**src/rtl/alu_pkg.sv**
```systemverilog
// Shared encodings for the execute-stage ALU: op codes, forward selects, mul/div FSM states.
package alu_pkg;

    localparam logic [4:0] OpAdd   = 5'h00;
    localparam logic [4:0] OpSub   = 5'h01;
    localparam logic [4:0] OpAnd   = 5'h02;
    localparam logic [4:0] OpOr    = 5'h03;
    localparam logic [4:0] OpXor   = 5'h04;
    localparam logic [4:0] OpNor   = 5'h05;
    localparam logic [4:0] OpSltu  = 5'h06;
    localparam logic [4:0] OpSll   = 5'h07;
    localparam logic [4:0] OpSrl   = 5'h08;
    localparam logic [4:0] OpSlt   = 5'h09;
    localparam logic [4:0] OpSra   = 5'h0A;
    localparam logic [4:0] OpLui   = 5'h0B;
    localparam logic [4:0] OpMfhi  = 5'h0C;
    localparam logic [4:0] OpMflo  = 5'h0D;
    localparam logic [4:0] OpMthi  = 5'h0E;
    localparam logic [4:0] OpMtlo  = 5'h0F;
    localparam logic [4:0] OpMult  = 5'h10;
    localparam logic [4:0] OpMultu = 5'h11;
    localparam logic [4:0] OpDiv   = 5'h12;
    localparam logic [4:0] OpDivu  = 5'h13;

    localparam logic [1:0] FwdReg    = 2'b00;
    localparam logic [1:0] FwdResW   = 2'b01;
    localparam logic [1:0] FwdAluM   = 2'b10;
    localparam logic [1:0] FwdRegAlt = 2'b11;

    typedef enum logic [1:0] {StIdle, StRun, StDone} md_state_e;

endpackage

```
**src/rtl/muldiv_seq.sv**
```systemverilog
// Iterative multiply/divide unit with HI/LO registers and stall request.
// FAST_MUL_EN: MULT/MULTU become single-cycle and bypass the FSM.
module muldiv_seq
    import alu_pkg::*;
#(
    parameter int unsigned WIDTH = 32
) (
    input  logic             clk,
    input  logic             rst,
    input  logic [4:0]       op,
    input  logic             flush,
    input  logic [WIDTH-1:0] src_a,
    input  logic [WIDTH-1:0] src_b,
    output logic [WIDTH-1:0] hi,
    output logic [WIDTH-1:0] lo,
    output logic             busy
);

    localparam int unsigned CntW = $clog2(WIDTH);

    md_state_e          state_q, state_d;
    logic [CntW-1:0]    cnt_q;
    logic [WIDTH-1:0]   opb_q;
    logic [2*WIDTH-1:0] part_q;
    logic               is_div_q, sign_a_q, sign_b_q;
    logic [WIDTH-1:0]   hi_q, lo_q;

    logic               iter_op, fast_op, is_signed, is_div, accept, run_step;
    logic               a_neg, b_neg;
    logic [WIDTH-1:0]   a_abs, b_abs;
    logic [WIDTH:0]     mul_sum, div_shift;
    logic [WIDTH+1:0]   div_diff;
    logic [2*WIDTH-1:0] mul_next, div_next, step, mul_res;
    logic [WIDTH-1:0]   quo_fix, rem_fix;

`ifdef FAST_MUL_EN
    logic [2*WIDTH-1:0] fast_prod;
    assign iter_op   = (op == OpDiv) || (op == OpDivu);
    assign fast_op   = (op == OpMult) || (op == OpMultu);
    // Sign-extend to 2*WIDTH so the truncated product is correct for both signednesses.
    assign fast_prod = {{WIDTH{is_signed & src_a[WIDTH-1]}}, src_a}
                     * {{WIDTH{is_signed & src_b[WIDTH-1]}}, src_b};
`else
    assign iter_op   = (op == OpMult) || (op == OpMultu) || (op == OpDiv) || (op == OpDivu);
    assign fast_op   = 1'b0;
`endif

    assign is_signed = (op == OpMult) || (op == OpDiv);
    assign is_div    = (op == OpDiv) || (op == OpDivu);
    assign accept    = (state_q == StIdle) && iter_op && !flush;
    assign run_step  = (state_q == StRun) && !flush;

    assign a_neg = is_signed & src_a[WIDTH-1];
    assign b_neg = is_signed & src_b[WIDTH-1];
    assign a_abs = a_neg ? -src_a : src_a;
    assign b_abs = b_neg ? -src_b : src_b;

    // Shift-add: upper half accumulates, lower half holds the remaining multiplier bits.
    assign mul_sum  = {1'b0, part_q[2*WIDTH-1:WIDTH]} + (part_q[0] ? {1'b0, opb_q} : '0);
    assign mul_next = {mul_sum, part_q[WIDTH-1:1]};

    // Restoring divide: upper half is remainder, lower half shifts dividend out / quotient in.
    // The extra diff bit keeps divide-by-zero from looking like a borrow.
    assign div_shift = part_q[2*WIDTH-1:WIDTH-1];
    assign div_diff  = {1'b0, div_shift} - {2'b00, opb_q};
    assign div_next  = div_diff[WIDTH+1] ? {div_shift[WIDTH-1:0], part_q[WIDTH-2:0], 1'b0}
                                         : {div_diff[WIDTH-1:0], part_q[WIDTH-2:0], 1'b1};

    assign step    = is_div_q ? div_next : mul_next;
    assign mul_res = (sign_a_q ^ sign_b_q) ? -step : step;
    assign quo_fix = (sign_a_q ^ sign_b_q) ? -step[WIDTH-1:0] : step[WIDTH-1:0];
    assign rem_fix = sign_a_q ? -step[2*WIDTH-1:WIDTH] : step[2*WIDTH-1:WIDTH];

    always_ff @(posedge clk or posedge rst) begin
        if (rst) begin
            state_q <= StIdle;
        end else begin
            state_q <= state_d;
        end
    end

    always_comb begin
        state_d = state_q;
        unique case (state_q)
            StIdle: if (accept) state_d = StRun;
            StRun: begin
                if (flush)             state_d = StIdle;
                else if (cnt_q == '0)  state_d = StDone;
            end
            StDone:  state_d = StIdle;
            default: state_d = StIdle;
        endcase
    end

    always_comb begin
        busy = !rst && (accept || (state_q == StRun));
    end

    always_ff @(posedge clk or posedge rst) begin
        if (rst) begin
            cnt_q    <= '0;
            opb_q    <= '0;
            part_q   <= '0;
            is_div_q <= 1'b0;
            sign_a_q <= 1'b0;
            sign_b_q <= 1'b0;
            hi_q     <= '0;
            lo_q     <= '0;
        end else if (accept) begin
            cnt_q    <= CntW'(WIDTH - 1);
            opb_q    <= b_abs;
            part_q   <= {{WIDTH{1'b0}}, a_abs};
            is_div_q <= is_div;
            sign_a_q <= a_neg;
            sign_b_q <= is_div ? b_neg : b_neg;
        end else if (run_step) begin
            part_q <= step;
            cnt_q  <= cnt_q - 1'b1;
            if (cnt_q == '0) begin
                if (is_div_q) begin
                    hi_q <= rem_fix;
                    lo_q <= quo_fix;
                end else begin
                    {hi_q, lo_q} <= mul_res;
                end
            end
        end else if ((state_q == StIdle) && !flush) begin
            if (op == OpMthi) hi_q <= src_a;
            if (op == OpMtlo) lo_q <= src_a;
`ifdef FAST_MUL_EN
            if (fast_op) {hi_q, lo_q} <= fast_prod;
`endif
        end
    end

    assign hi = hi_q;
    assign lo = lo_q;

endmodule

```
**src/rtl/alu_muldiv_ex.sv**
```systemverilog
// Execute stage: forwarding muxes, single-cycle ALU and the iterative mul/div unit.
// Optional macro FAST_MUL_EN selects a single-cycle multiplier inside muldiv_seq.
module alu_muldiv_ex
    import alu_pkg::*;
#(
    parameter int unsigned WIDTH   = 32,
    parameter int unsigned SHAMT_W = 5
) (
    input  logic             clk,
    input  logic             rst,
    input  logic [WIDTH-1:0] RD1E,
    input  logic [WIDTH-1:0] RD2E,
    input  logic [WIDTH-1:0] ResultW,
    input  logic [WIDTH-1:0] ALUOutM,
    input  logic [WIDTH-1:0] SignImmE,
    input  logic [1:0]       ForwardAE,
    input  logic [1:0]       ForwardBE,
    input  logic             ALUSrcE,
    input  logic [4:0]       ALUCtrE,
    input  logic             FlushE,
    output logic [WIDTH-1:0] ALUOutE,
    output logic [WIDTH-1:0] WriteDataE,
    output logic             BusyE
);

    logic [WIDTH-1:0]   src_a, src_b, hi, lo;
    logic [SHAMT_W-1:0] shamt;

    always_comb begin
        case (ForwardAE)
            FwdResW: src_a = ResultW;
            FwdAluM: src_a = ALUOutM;
            default: src_a = RD1E;
        endcase
        case (ForwardBE)
            FwdResW: WriteDataE = ResultW;
            FwdAluM: WriteDataE = ALUOutM;
            default: WriteDataE = RD2E;
        endcase
    end

    assign src_b = ALUSrcE ? SignImmE : WriteDataE;
    assign shamt = src_b[SHAMT_W-1:0];

    always_comb begin
        ALUOutE = '0;
        case (ALUCtrE)
            OpAdd:   ALUOutE = src_a + src_b;
            OpSub:   ALUOutE = src_a - src_b;
            OpAnd:   ALUOutE = src_a & src_b;
            OpOr:    ALUOutE = src_a | src_b;
            OpXor:   ALUOutE = src_a ^ src_b;
            OpNor:   ALUOutE = ~(src_a | src_b);
            OpSltu:  ALUOutE = {{(WIDTH-1){1'b0}}, (src_a < src_b)};
            OpSll:   ALUOutE = src_a << shamt;
            OpSrl:   ALUOutE = src_a >> shamt;
            OpSlt:   ALUOutE = {{(WIDTH-1){1'b0}}, ($signed(src_a) < $signed(src_b))};
            OpSra:   ALUOutE = WIDTH'($signed(src_a) >>> shamt);
            OpLui:   ALUOutE = src_b << (WIDTH / 2);
            OpMfhi:  ALUOutE = hi;
            OpMflo:  ALUOutE = lo;
            default: ALUOutE = '0;
        endcase
    end

    muldiv_seq #(
        .WIDTH(WIDTH)
    ) u_muldiv (
        .clk  (clk),
        .rst  (rst),
        .op   (ALUCtrE),
        .flush(FlushE),
        .src_a(src_a),
        .src_b(src_b),
        .hi   (hi),
        .lo   (lo),
        .busy (BusyE)
    );

endmodule

```
**config.mk**
```make
export PLATFORM = sky130hd
export DESIGN_NAME = alu_muldiv_ex
export DESIGN_NICKNAME = d
export VERILOG_FILES = /design/src/rtl/alu_pkg.sv /design/src/rtl/muldiv_seq.sv /design/src/rtl/alu_muldiv_ex.sv
export SDC_FILE = /design/constraint.sdc
export NUM_CORES = 2
export LEC_CHECK = 0
export CAP_MARGIN = 20
export CORE_AREA = 2 2 260 262
export CTS_CLUSTER_SIZE = 20
export DETAILED_ROUTE_END_ITERATION = 12
export DIE_AREA = 0 0 262 264
export GPL_TIMING_DRIVEN = 0
export PLACE_DENSITY_LB_ADDON = 0.1
export SETUP_SLACK_MARGIN = 0.5
export SYNTH_ARGS = -nofsm -noshare
export SYNTH_HDL_FRONTEND = slang
export SYNTH_SLANG_ARGS = --single-unit
```
**constraint.sdc**
```tcl
create_clock -name clk -period 7.1 [get_ports clk]
set_input_delay 0.71 -clock clk [delete_from_list [all_inputs] [get_ports clk]]
set_output_delay 0.71 -clock clk [all_outputs]
set_load 0.02 [all_outputs]
```
==> results.md <==
- Outcome: finished, final reports clean
- # setup viols final: 0
- Clk pin slew, worst setup/hold paths: 0.07 ns
- Via count: 32,500
- Top-Level Pins: 238
- Initial Util: 0.385
- Final cell count without fillers: 4,917
- Core box area: 0.0666 sq mm
- Share of cells above drive strength 1: 0.108
- Total power: 9.17 mW
- Met3 Track Usage GR: 0.0979
- DR vias/cell: 6.60
- CP Max Fanout: 10
- CP Launch Type: input port
- Root Driver: clkbuf_16
- Num CTS Buffers: 17
- Yosys top cell area share: 0.166
- Max-slew violations: 0
- Syn Nets: 4,047
- Seq. cell area: 0.00425 sq mm
- Pwr dens: 292 mW/mm^2
- Flops & latches, synth: 170
- Synth Flop Type: dfrtp_1
- Largest net degree at the start of global routing: 114
- Worst vdd ir: 0.000195 V
- Register area share after synthesis: 0.166
- Final min period: 6.75 ns
- Die area: 0.0692 sq mm
- Slowest stage delay, CP: 0.90 ns
- TritonCTS clock tree: yes
- Final clock period utilization by the worst path: 0.951
- Global route overflow: 0
- Setup crit end kind: output pin
- GPL Wtd Cong: 1.09
- WL/cell: 33.1 um
- Die height: 264 um
- Detailed Route Iter0 Violations: 3,716
- Core Rows: 95
- Total Wirelength: 163,000 um
- Cell taking the most area after synthesis: dfrtp_1
- Max_cap viols: 0
- Fmax: 0.148 GHz
- Most area-consuming cells after synthesis: dfrtp_1 17%, ha_1 8.4%, o21ai_0 7.8%
- Post-route antenna net violation count: 0
- Netlist cell types: 117
- Die width: 262 um
- H-tree levels: 4
- Fill cells: 7,053
- Met1 Track Usage GR: 0.480
- Area after DPL: 0.0292 sq mm
- Final hold viol count: 0
- Drt first pass iters: 6
- PortBufs: 237
- Worst Path Required: 6.39 ns
- Gate count of the mapped netlist: 3,698
- Worst skew pair latency: 0.47 ns
- Area growth, synth to finish: 22.8%
- Syn_area_per_cell: 6.92 sq um
- Hold crit path type: flip-flop to flip-flop
- Nets: 4,375
- Leakage power: 12.9 nW
- Mapped Area: 0.0256 sq mm
- Synthesis Warnings: 0
- GR peak layer: met2
- Area of the multi-input gates: 0.0202 sq mm
- # DRC: 0
- CP cell instances: clkdlybuf4s50_1, inv_1, ha_1, buf_2, buf_2, o21ai_0, inv_1, clkbuf_2, nand2_1, o21ai_0, a21boi_0, o32ai_1, o2111ai_1, clkdlybuf4s50_1
- Worst rel slew slack: 0.135
- EDFF count, synth: 0
- Number of global-route vias before repair: 31,700
- RSZ-0062 raised after global routing: true
- Initial antenna violation count: 5
- CP Class: input port to output pin
- Critical Path Slowest Stage Cell: o32ai_1
- Total global-route track usage: 0.460
- Worst-margin pin slew: 1.28 ns
- Synth async-reset ratio: 1.00
- First-pass GRT wire length: 228,000 um
- Met2 GRT Util: 0.742
- Clk sinks: 170
- Placed cell count: 4,825
- Final HPWL DP: 134,000 um
- Max clock buf depth: 2
- Clk_skew: 0.0164 ns
- Final non-filler cell area: 0.0314 sq mm
- CP arrival: 6.04 ns
-- path summary, 6_finish.rpt --
| path | startpoint | end | slack (ns) | depth (start not counted) |
|---|---|---|---|---|
| min in group asynchronous | rst | u_muldiv.cnt_q[2]$_DFFE_PP0P_ | 0.71 | 2 |
| hold / removal | u_muldiv.lo[16]$_DFFE_PP0P_ | u_muldiv.lo[16]$_DFFE_PP0P_ | 0.50 | 2 |
| max in group asynchronous | rst | u_muldiv.part_q[8]$_DFFE_PP0P_ | 5.39 | 3 |
| setup / recovery | ForwardAE[0] | ALUOutE[13] | 0.35 | 14 |
| setup reg to reg | u_muldiv.is_div_q$_DFFE_PP0P_ | u_muldiv.hi[28]$_DFFE_PP0P_ | 0.65 | 26 |
| hold reg to reg | u_muldiv.lo[16]$_DFFE_PP0P_ | u_muldiv.lo[16]$_DFFE_PP0P_ | 0.50 | 2 |
-- Yosys cell counts (10+ instances only) --
library cell / count
nand2_1: 455
o21ai_0: 397
a21oi_1: 358
nor2_1: 334
clkbuf_1: 190
inv_1: 185
ha_1: 172
dfrtp_1: 170
xnor2_1: 122
nor3_1: 97
nand3_1: 92
mux2i_1: 77
a22oi_1: 69
o211ai_1: 57
a221o_1: 52
and2_1: 52
a31oi_1: 44
a211oi_1: 43
o21a_1: 43
xor2_1: 41
buf_1: 37
o221ai_1: 36
o22ai_1: 34
a21o_1: 33
a221oi_1: 32
o21bai_1: 27
o21ai_1: 26
o31ai_1: 26
nor2b_1: 23
nand4_1: 22
o2111ai_1: 21
and3_1: 19
nand2b_1: 16
or3_1: 16
nor4_1: 15
or2_2: 15
a2111oi_0: 13
mux2_2: 11
a211o_1: 10
a21boi_0: 10
buf_2: 10
-- cell type report --
| cell class | instances | area share |
|---|---|---|
| clock buffer | 19 | 0.0141 |
| sequential | 170 | 0.135 |
| inverter | 190 | 0.0238 |
| tap | 873 | 0.0347 |
| antenna | 5 | 0.000398 |
| clock inverter | 13 | 0.00482 |
| timing repair buffer | 309 | 0.0930 |
| multi-input combinational | 3080 | 0.643 |
| buffer | 258 | 0.0504 |
-- sequential cells by signal (all words and copies together), names as in the netlist --
signal             flops
u_muldiv.hi           32
u_muldiv.part_q       64
u_muldiv.lo           32
u_muldiv.opb_q        32
u_muldiv.cnt_q         5
u_muldiv.sign_b_q      1
u_muldiv.sign_a_q      1
u_muldiv.state_q       2
u_muldiv.is_div_q      1
-- where the power goes --
| part | switching (mW) | internal [mW] | total, mW |
|---|---|---|---|
| logic | 4.29 | 2.24 | 6.53 |
| clock network | 0.482 | 0.512 | 0.994 |
| registers | 0.382 | 1.27 | 1.65 |
-- repair_timing --
item / 4_1_cts / 5_1_grt
pin swaps: 34 / 33
resized for setup: 345 / 119
buffers inserted: 30 / 22
hold buffers: 0 / 0
endpoints found under the setup margin: 45 / 32
-- logic make-up after synthesis --
logic type | Yosys count | share of synthesized area
xor+xnor | 163 | 0.0558
buf+inv | 448 | 0.0724
fa+ha+maj | 176 | 0.0872
compound gates | 1440 | 0.365
simple gates | 1212 | 0.217
flops | 170 | 0.166
mux | 89 | 0.0358
-- cell usage in the layout (no fill, tap or decap), types with 92 or more instances in the layout --
cell type        instances
dfrtp_1                170
o21ai_0                365
nor3_1                  94
nand3_1                 92
nor2_1                 332
a21oi_1                343
xnor2_1                122
inv_1                  174
ha_1                   164
clkbuf_1               130
nand2_1                454
clkdlybuf4s50_1        216
-- routing by layer --
metal	vias up	share of wire
li1	14300	-
met5	-	0
met3	755	0.084
met4	0	0.13
met1	15300	0.34
met2	2165	0.45
-- per-stage QoR --
step / setup TNS, ns / hold slack (ns) / utilization / worst slack, ns
5_1_grt: 0 / 0.517 / 0.472 / 0.474
3_3_place_gp: -254.71 / 0.457 / 0.437 / -3.93
6_report: 0 / 0.497 / 0.472 / 0.350
3_5_place_dp: -74.95 / 0.477 / 0.439 / -3.38
2_1_floorplan: 0 / 0.439 / - / 0.563
4_1_cts: 0 / 0.491 / 0.464 / 0.498
-- critical path, delay by kind of cell --
kind | cells | cell delay (ns)
buf+inv | 7 | 2.77
compound gates | 5 | 2.05
simple gates | 1 | 0.13
fa+ha+maj | 1 | 0.34
No activity file was read; power rests on OpenSTA's default activity.
